$ cat src/rtl/mem_resp_if.sv
// mem_resp_if: request/acknowledge bus between a memory controller and the
// mem_resp target.
//
// Handshake (four-phase, level based): the controller raises req_i with
// we_i/addr_i/wdata_i stable and holds them until it sees ack_o high; it then
// drops req_i, and the target drops ack_o one cycle later. A new request is
// only taken once the target is back in its idle state, so req_i must be seen
// low for at least one cycle between transactions. rdata_o is valid while
// ack_o is high for a read. err_o is a one-cycle pulse (abort or bad address).
//
// Signals:
//   req_i    controller -> target  request
//   we_i     controller -> target  1 = write, 0 = read
//   addr_i   controller -> target  word address (AW bits)
//   wdata_i  controller -> target  write data (DW bits)
//   ack_o    target -> controller  acknowledge
//   rdata_o  target -> controller  read data (DW bits)
//   busy_o   target -> controller  transaction in progress
//   err_o    target -> controller  one-cycle error pulse
interface mem_resp_if #(
    parameter int AW = 4,
    parameter int DW = 8
);
    logic          req_i;
    logic          we_i;
    logic [AW-1:0] addr_i;
    logic [DW-1:0] wdata_i;
    logic          ack_o;
    logic [DW-1:0] rdata_o;
    logic          busy_o;
    logic          err_o;

    modport master (
        output req_i, we_i, addr_i, wdata_i,
        input  ack_o, rdata_o, busy_o, err_o
    );

    modport slave (
        input  req_i, we_i, addr_i, wdata_i,
        output ack_o, rdata_o, busy_o, err_o
    );
endinterface

$ cat src/rtl/mem_resp.sv
// mem_resp: target-side memory responder. Accepts a read or write command,
// inserts WAIT_CYC wait states, performs the access on an internal register
// file of DEPTH words and completes a four-phase req/ack handshake.
//
// Ports:
//   clk        sole clock, rising edge
//   rst_n      synchronous active-low reset
//   bus        mem_resp_if slave modport (req/we/addr/wdata in,
//              ack/rdata/busy/err out), all outputs registered
//   dbg_state  current FSM state (0 = IDLE, 1 = WAIT, 2 = ACK)
module mem_resp #(
    parameter int AW       = 4,
    parameter int DW       = 8,
    parameter int DEPTH    = 12,
    parameter int WAIT_CYC = 2
) (
    input  logic       clk,
    input  logic       rst_n,
    mem_resp_if.slave  bus,
    output logic [1:0] dbg_state
);

    typedef enum logic [1:0] {
        ST_IDLE = 2'd0,
        ST_WAIT = 2'd1,
        ST_ACK  = 2'd2
    } state_t;

    localparam logic [3:0] WAIT_L  = WAIT_CYC[3:0];
    localparam logic [AW:0] DEPTH_L = DEPTH[AW:0];

    state_t        state;
    state_t        state_nxt;
    logic [3:0]    cnt;
    logic          we_q;
    logic [AW-1:0] addr_q;
    logic [DW-1:0] wdata_q;
    logic [DW-1:0] mem [DEPTH];

    logic          enter_ack;
    logic          abort;
    logic          acc_we;
    logic [AW-1:0] acc_addr;
    logic [DW-1:0] acc_wdata;
    logic          in_range;

    // Next state plus the command that the ACK-entry access uses. With zero
    // wait states the access happens on the accept edge itself, so the live
    // bus inputs are used instead of the (not yet loaded) latched copy.
    always_comb begin
        state_nxt = state;
        enter_ack = 1'b0;
        abort     = 1'b0;
        acc_we    = we_q;
        acc_addr  = addr_q;
        acc_wdata = wdata_q;
        case (state)
            ST_IDLE: begin
                acc_we    = bus.we_i;
                acc_addr  = bus.addr_i;
                acc_wdata = bus.wdata_i;
                if (bus.req_i) begin
                    if (WAIT_L == 4'd0) begin
                        state_nxt = ST_ACK;
                        enter_ack = 1'b1;
                    end else begin
                        state_nxt = ST_WAIT;
                    end
                end
            end
            ST_WAIT: begin
                // A dropped request wins over the final wait cycle.
                if (!bus.req_i) begin
                    state_nxt = ST_IDLE;
                    abort     = 1'b1;
                end else if (cnt == 4'd1) begin
                    state_nxt = ST_ACK;
                    enter_ack = 1'b1;
                end
            end
            ST_ACK: begin
                if (!bus.req_i) begin
                    state_nxt = ST_IDLE;
                end
            end
            default: state_nxt = ST_IDLE;
        endcase
    end

    assign in_range = ({1'b0, acc_addr} < DEPTH_L);

    always_ff @(posedge clk) begin
        if (!rst_n) begin
            state       <= ST_IDLE;
            cnt         <= 4'd0;
            we_q        <= 1'b0;
            addr_q      <= '0;
            wdata_q     <= '0;
            bus.ack_o   <= 1'b0;
            bus.busy_o  <= 1'b0;
            bus.err_o   <= 1'b0;
            bus.rdata_o <= '0;
        end else begin
            state      <= state_nxt;
            // Outputs follow the next state so they are registered yet
            // line up with the state they describe.
            bus.ack_o  <= (state_nxt == ST_ACK);
            bus.busy_o <= (state_nxt != ST_IDLE);
            bus.err_o  <= abort | (enter_ack & ~in_range);

            if (state == ST_IDLE && bus.req_i) begin
                we_q    <= bus.we_i;
                addr_q  <= bus.addr_i;
                wdata_q <= bus.wdata_i;
                cnt     <= WAIT_L;
            end else if (state == ST_WAIT && cnt != 4'd0) begin
                cnt <= cnt - 4'd1;
            end

            if (enter_ack) begin
                if (!in_range) begin
                    bus.rdata_o <= '0;
                end else if (!acc_we) begin
                    bus.rdata_o <= mem[acc_addr];
                end
            end
        end
    end

    // Storage is not reset; a reset cycle suppresses any pending write.
    always_ff @(posedge clk) begin
        if (rst_n && enter_ack && in_range && acc_we) begin
            mem[acc_addr] <= acc_wdata;
        end
    end

    assign dbg_state = state;

endmodule
$ cat src/flat_wrapper.sv
// flat-port wrapper written by rule: the top's interface ports become plain ports
module mem_resp_flat 
#(
    parameter int AW       = 4,
    parameter int DW       = 8,
    parameter int DEPTH    = 12,
    parameter int WAIT_CYC = 2
)
  (clk, rst_n, dbg_state, bus_req_i, bus_we_i, bus_addr_i, bus_wdata_i, bus_ack_o, bus_rdata_o, bus_busy_o, bus_err_o);
  mem_resp_if #(.AW(AW), .DW(DW)) bus_i ();
  input  logic clk;
  input  logic rst_n;
  output logic [1:0] dbg_state;
  input wire logic [$bits(bus_i.req_i)-1:0] bus_req_i;
  input wire logic [$bits(bus_i.we_i)-1:0] bus_we_i;
  input wire logic [$bits(bus_i.addr_i)-1:0] bus_addr_i;
  input wire logic [$bits(bus_i.wdata_i)-1:0] bus_wdata_i;
  output wire logic [$bits(bus_i.ack_o)-1:0] bus_ack_o;
  output wire logic [$bits(bus_i.rdata_o)-1:0] bus_rdata_o;
  output wire logic [$bits(bus_i.busy_o)-1:0] bus_busy_o;
  output wire logic [$bits(bus_i.err_o)-1:0] bus_err_o;
  assign bus_i.req_i = bus_req_i;
  assign bus_i.we_i = bus_we_i;
  assign bus_i.addr_i = bus_addr_i;
  assign bus_i.wdata_i = bus_wdata_i;
  assign bus_ack_o = bus_i.ack_o;
  assign bus_rdata_o = bus_i.rdata_o;
  assign bus_busy_o = bus_i.busy_o;
  assign bus_err_o = bus_i.err_o;
  mem_resp #(.AW(AW), .DW(DW), .DEPTH(DEPTH), .WAIT_CYC(WAIT_CYC)) u_core (.clk(clk), .rst_n(rst_n), .bus(bus_i), .dbg_state(dbg_state));
endmodule
$ cat config.mk
export PLATFORM = sky130hd
export DESIGN_NAME = mem_resp_flat
export DESIGN_NICKNAME = d
export VERILOG_FILES = /design/src/rtl/mem_resp_if.sv /design/src/rtl/mem_resp.sv /design/src/flat_wrapper.sv
export SDC_FILE = /design/constraint.sdc
export NUM_CORES = 1
export LEC_CHECK = 0
export CAP_MARGIN = 30
export CORE_AREA = 2 2 111 113
export CTS_CLUSTER_SIZE = 10
export DETAILED_ROUTE_END_ITERATION = 8
export DIE_AREA = 0 0 113 115
export PLACE_DENSITY = 0.65
export SETUP_SLACK_MARGIN = 0.02
export SYNTH_ARGS = -nofsm -noshare
export SYNTH_HDL_FRONTEND = slang
export SYNTH_SLANG_ARGS = --single-unit
export TNS_END_PERCENT = 10
$ cat constraint.sdc
create_clock -name clk -period 6.5 [get_ports clk]
set_input_delay 1.3 -clock clk [delete_from_list [all_inputs] [get_ports clk]]
set_output_delay 1.3 -clock clk [all_outputs]
set_load 0.01 [all_outputs]
Word-level counts from Yosys, hierarchy flattened
Memory sizes are Yosys's and may differ from the RTL's.
Index checks and enable logic that the tools add are counted.
W data, S select, Z words.
{ "op_classes": {"add_sub_neg": 1, "order_cmp": 1, "n_eq_ne": 5, "muxes": 19, "bitwise": 4, "n_reduce_logical": 11} }
{ "op_table": {"columns": ["op", "n"], "rows": [
  ["$mux W8", 3],
  ["$mux W2", 6],
  ["$mux W1", 8],
  ["$pmux W2 S3", 1],
  ["$logic_and A1 B1 Y1", 5],
  ["$eq A2 B2 Y1 const B", 2],
  ["$eq A4 B1 Y1 const B", 1],
  ["$lt A4 B4 Y1 const B", 1],
  ["$mux W4", 1],
  ["$reduce_bool A2 Y1", 2],
  ["$reduce_bool A4 Y1", 1],
  ["$sub A4 B1 Y4 const B", 1],
  ["$eq A2 B1 Y1 const B", 1],
  ["$logic_not A2 Y1", 1],
  ["$ne A2 B2 Y1 const B", 1],
  ["$not A1 Y1", 2],
  ["$reduce_and A2 Y1", 1],
  ["$reduce_or A2 Y1", 1],
  ["$and A1 B1 Y1", 1],
  ["$or A1 B1 Y1", 1]
]} }
{ "totals": {"ff_bits": 30, "ramBits": 96, "inputBits": 16, "output_inout_bits": 13, "elab_cells": 52, "n_memories": 1} }
{ "mem_list": {"columns": ["memory", "depth", "word_bits", "rd", "rd_clocked_by_memory_dff", "write_ports", "line", "text"], "rows": [
  ["u_core.mem", 12, 8, 1, 0, 1, "mem_resp.sv:38", "logic [DW-1:0] mem [DEPTH];"]
]} }

Logic depth before layout (Yosys ltp)
{ "logic_depth": {"ltp_word": 9, "mapped_depth": 8, "ltp_nobuf": 6} }

Worst setup path before layout
OpenSTA, ideal clock, no wires.
{ "synth_path": {"path_kind": "input to register", "from": "input bus_addr_i[0]", "to": "memory u_core.mem[11][0], enable pin", "arrival_time_ps": 2917, "t_required_ps": 6117, "path_slack_ps": 3200, "path_stages": 6, "cell_sequence": "or3b_1 > clkbuf_1 > and2_1 > clkbuf_1 > buf_2 > nor3_1"} }
{ "synth_via": {"elab_chain_len": 6} }
{ "synth_rtl": {"columns": ["item", "line", "text"], "rows": [
  ["from (decl)", "flat_wrapper.sv:16", "input wire logic [$bits(bus_i.addr_i)-1:0] bus_addr_i;"],
  ["$mux W4 (*)", "mem_resp.sv:57", "case (state)"],
  ["$lt A4 B4 Y1", "mem_resp.sv:90", "assign in_range = ({1'b0, acc_addr} < DEPTH_L);"],
  ["$logic_and A1 B1 Y1 (2 in a row)", "mem_resp.sv:132", "if (rst_n && enter_ack && in_range && acc_we) begin"],
  ["$mux W1", "mem_resp.sv:132", null],
  ["$mux W1 (implied by the code)", "mem_resp.sv:133", "mem[acc_addr] <= acc_wdata;"],
  ["to (decl)", "mem_resp.sv:38", null]
]} }
Mark *: on every way between the ends. The rest lies on a longest branch, timed or not.

Worst setup path after layout
{ "layout_path": {"from": "input rst_n", "to": "memory u_core.mem[6][7], enable pin"} }
{ "layout_via": {"elab_chain_len": 5} }
{ "layout_rtl": {"columns": ["item", "line", "text"], "rows": [
  ["from (decl)", "flat_wrapper.sv:12", "input logic rst_n;"],
  ["$logic_and A1 B1 Y1 (3 in a row)", "mem_resp.sv:132", null],
  ["$mux W1", "mem_resp.sv:132", null],
  ["$mux W1 (implied by the code)", "mem_resp.sv:133", null]
]} }
No other way between the ends.

==> impl_results.md <==
* Status: finished with violations
* Violated checks: design-rule violations
* Main combinational cell family by area after synthesis: simple AND/OR/NAND/NOR gates
* Post-layout power at 1930 uW
* Grt total ovfl at 0
* RR Endpoint: u_core.mem[6][7]
* GR Util All Layers at 20.0%
* Ant diodes at 0
* Bufs on Longest Clock Path at 2
* Clk_lat worst skew at 0.42 ns
* Ys flop type: edfxtp_1
* Yosys cell types at 49
* Slew @ Worst Pin at 1.06 ns
* Leakage power at 0.00213 uW
* Max VDD drop at 0.374 mV
* Synth top area cells: edfxtp_1, dfxtp_1, nand2_1
* Min Clock Period, post-route at 4.20 ns
* Final std cells w/o fill at 595
* H-tree levels at 4
* Worst setup SP type: input port
* Routed Wire Length at 12300 um
* Core Area at 11800 um2
* Cts hold-fix bufs at 0
* Clock group share of total power at 47.7%
* RSZ-0062 raised after global routing: no
* # nets final at 454
* Via count at 3410
* Die height at 115 um
* Post-Synthesis Cells at 399
* Share of layout cells above drive strength 1 at 11.8%
* Xor/xnor cell area share of the yosys netlist at 0.507%
* Fmax at 238 MHz
* Antenna-violating nets left at 0
* Post-Synth Simple-Gate Area at 13.4%
* Switch Pwr at 419 uW
* Synth top area share at 55.6%
* Data arrival, critical path at 4.23 ns
* Slowest cell on the critical path: clkdlybuf4s50_1
* Post-synth net total at 418
* Power Internal at 1520 uW
* Core Rows at 40
* Final Max Tran Viols at 0
* Initial antenna violation count at 0
* EDFF count, synth at 96
* Combinational Power Share at 6.5%
* WS Path Type: input port to flop
* Post-cts sizing count at 0
* # DRC at 3
* Final setup TNS at 0 ns
* Post-Syn Area per Cell at 13.0 um2
* Hold Path Class: flop to flop
* R2r setup slk at 2.80 ns
* Pre-Repair DR Iteration Count at 7
* CP Cell Sequence: clkdlybuf4s50_1 -> nand2_1 -> nor4_1 -> nand2b_1 -> nor3_1
* Num Clock Sinks at 126
* Worst Path Max Fanout at 24
* First-pass GRT wire length at 18800 um
* Worst r2r src: u_core.dbg_state[0]
* Pin count of the biggest net entering global routing at 36
* Worst setup EP type: flop
* # Post-CTS Setup Buffers at 0
* Vias per cell at 5.73
* Hold EP: u_core.wdata_q[6]
* Initial DRC Count at 281
* Final setup violation count at 0
* Fin util at 52.6%
* Multiplexer share of the synthesized area at 5.99%
* Max incr delay on CP at 0.97 ns
* Worst clock skew at 0.0122 ns
* Synth Area in Adders at 0.724%
* Post-synthesis compound-gate area fraction at 9.92%
* Worst slew margin at 28.9%
* Req. time, crit path at 6.53 ns
* Max Cap Viol at 0
* CP bufs+invs at 1
* Worst Hold Path Cells at 2
* Largest area contributor in the netlist: edfxtp_1
* Buffers on Ports at 28
* Fin Hold WS at 0.471 ns
* Yosys reg bits at 126
* Gpl congestion at 0.783
* Initial Util at 43.9%
* Full die area at 13000 um2
* Half-perimeter wire length after placement at 7750 um
* Synth warn at 0
* PD cells at 312 nW/um2
* Filler cell count at 1032
* Final Hold Viols at 0
* CP top delay family: simple AND/OR/NAND/NOR gates
* Area Growth Syn to Fin at 19.8%
* Sequential element share of the synthesized area at 67.2%
* Post-synthesis cell area at 5180 um2
* TritonCTS clock tree: yes
* Clock transition at path regs at 0.05 ns
* Part of the power in registers at 45.8%
* Final cycle utilization of the critical path at 64.6%
* Switching part of the total at 21.7%
* Dpl cells at 556
* CTS Root Cell: clkbuf_16
* Reg2Reg Depth at 5
* Vias in the first global route at 3283
* CTS Buf Count at 17
* Min-delay src: u_core.wdata_q[6]
* Most frequent cells in the layout: edfxtp_1, nand2_1, dfxtp_1, clkdlybuf4s50_1, nor2_1
* Async S/R FF share, synth at 0%
* Die Width at 113 um
* I/O pin total at 29
* Most common cell after layout, fill and taps aside: edfxtp_1
* WL/cell at 20.7 um
-- flip-flops by register name, indices dropped and copies added (netlist names), 2 cells and up --
signal,cells
u_core.mem,96
u_core.bus.rdata_o,8
u_core.wdata_q,8
u_core.addr_q,4
u_core.cnt,4
u_core.dbg_state,2
-- cells by family (layout without fill, tap and decap cells) --
family	after synthesis	count (layout)
AOI/OAI and AO/OA	64	64
DFF	126	126
muxes	23	23
adders and majority gates	3	3
xor gates and xnor gates	3	3
buffers and inverters	25	74
and+or+nand+nor	155	155
-- Yosys cell counts (all sizes together) (3+ instances only) --
| library cell | count |
|---|---|
| nor2b | 3 |
| and3 | 10 |
| mux4 | 6 |
| nand2 | 87 |
| edfxtp | 96 |
| a311o | 3 |
| a32oi | 7 |
| mux2 | 4 |
| mux2i | 13 |
| inv | 5 |
| o31ai | 3 |
| nand2b | 6 |
| o211ai | 3 |
| o21ai | 4 |
| a32o | 4 |
| nor3 | 11 |
| a211oi | 11 |
| nor4 | 3 |
| dfxtp | 30 |
| a311oi | 3 |
| a21boi | 13 |
| a31oi | 6 |
| nor2 | 20 |
| ha | 3 |
| buf | 10 |
| clkbuf | 10 |
| nand3 | 5 |
-- metrics by stage --
step | instance area [um2] | setup slack (ns)
after global placement | 5560 | 1.91
after floorplan | 5180 | 3.20
after detailed placement | 5580 | 1.85
final | 6210 | 2.30
after global routing | 6210 | 1.99
after CTS | 6170 | 2.28
-- cell type report --
cell class | instances | area (um2) | area share, %
flip-flops and latches | 126 | 3480 | 56.1
multi-input cells | 248 | 1580 | 25.5
clock buffers | 23 | 478 | 7.70
repair buffers | 37 | 350 | 5.64
well taps | 147 | 184 | 2.96
clock inverters | 9 | 110 | 1.77
inverters | 5 | 18.8 | 0.302
-- power groups by stage --
stage / clock network, uW / registers [uW] / logic (uW)
CTS: 937 / 885 / 125
finish: 924 / 885 / 126
global placement: 0 / 901 / 120
global route: 970 / 886 / 137
detailed placement: 0 / 901 / 124
floorplan: 0 / 899 / 78.1
-- worst min-delay path: stages, from the launching register on --
cell and delay [ns]:
dfxtp_1 0.30, nand2_1 0.04, a21boi_0 0.07
-- layer usage --
layer  part of all wire, %  track usage [%]  up-vias
li1                      -                -     1570
met1                    43             26.4     1696
met2                    47             30.5      123
met3                   7.1             6.06       21
met4                   2.6             9.92        0
met5                     0                0        -
-- worst max path at each step --
stage | slack (ns) | startpoint | cells past startpoint | endpoint
global route | 1.99 | rst_n | 5 | u_core.mem[6][1]
CTS | 2.28 | rst_n | 5 | u_core.mem[4][2]
detailed placement | 1.85 | rst_n | 5 | u_core.mem[4][4]
finish | 2.30 | rst_n | 5 | u_core.mem[6][7]
global placement | 1.91 | rst_n | 5 | u_core.mem[6][3]
floorplan | 3.20 | bus_addr_i[0] | 6 | u_core.mem[11][0]
Power figures use the tool's default switching activity.
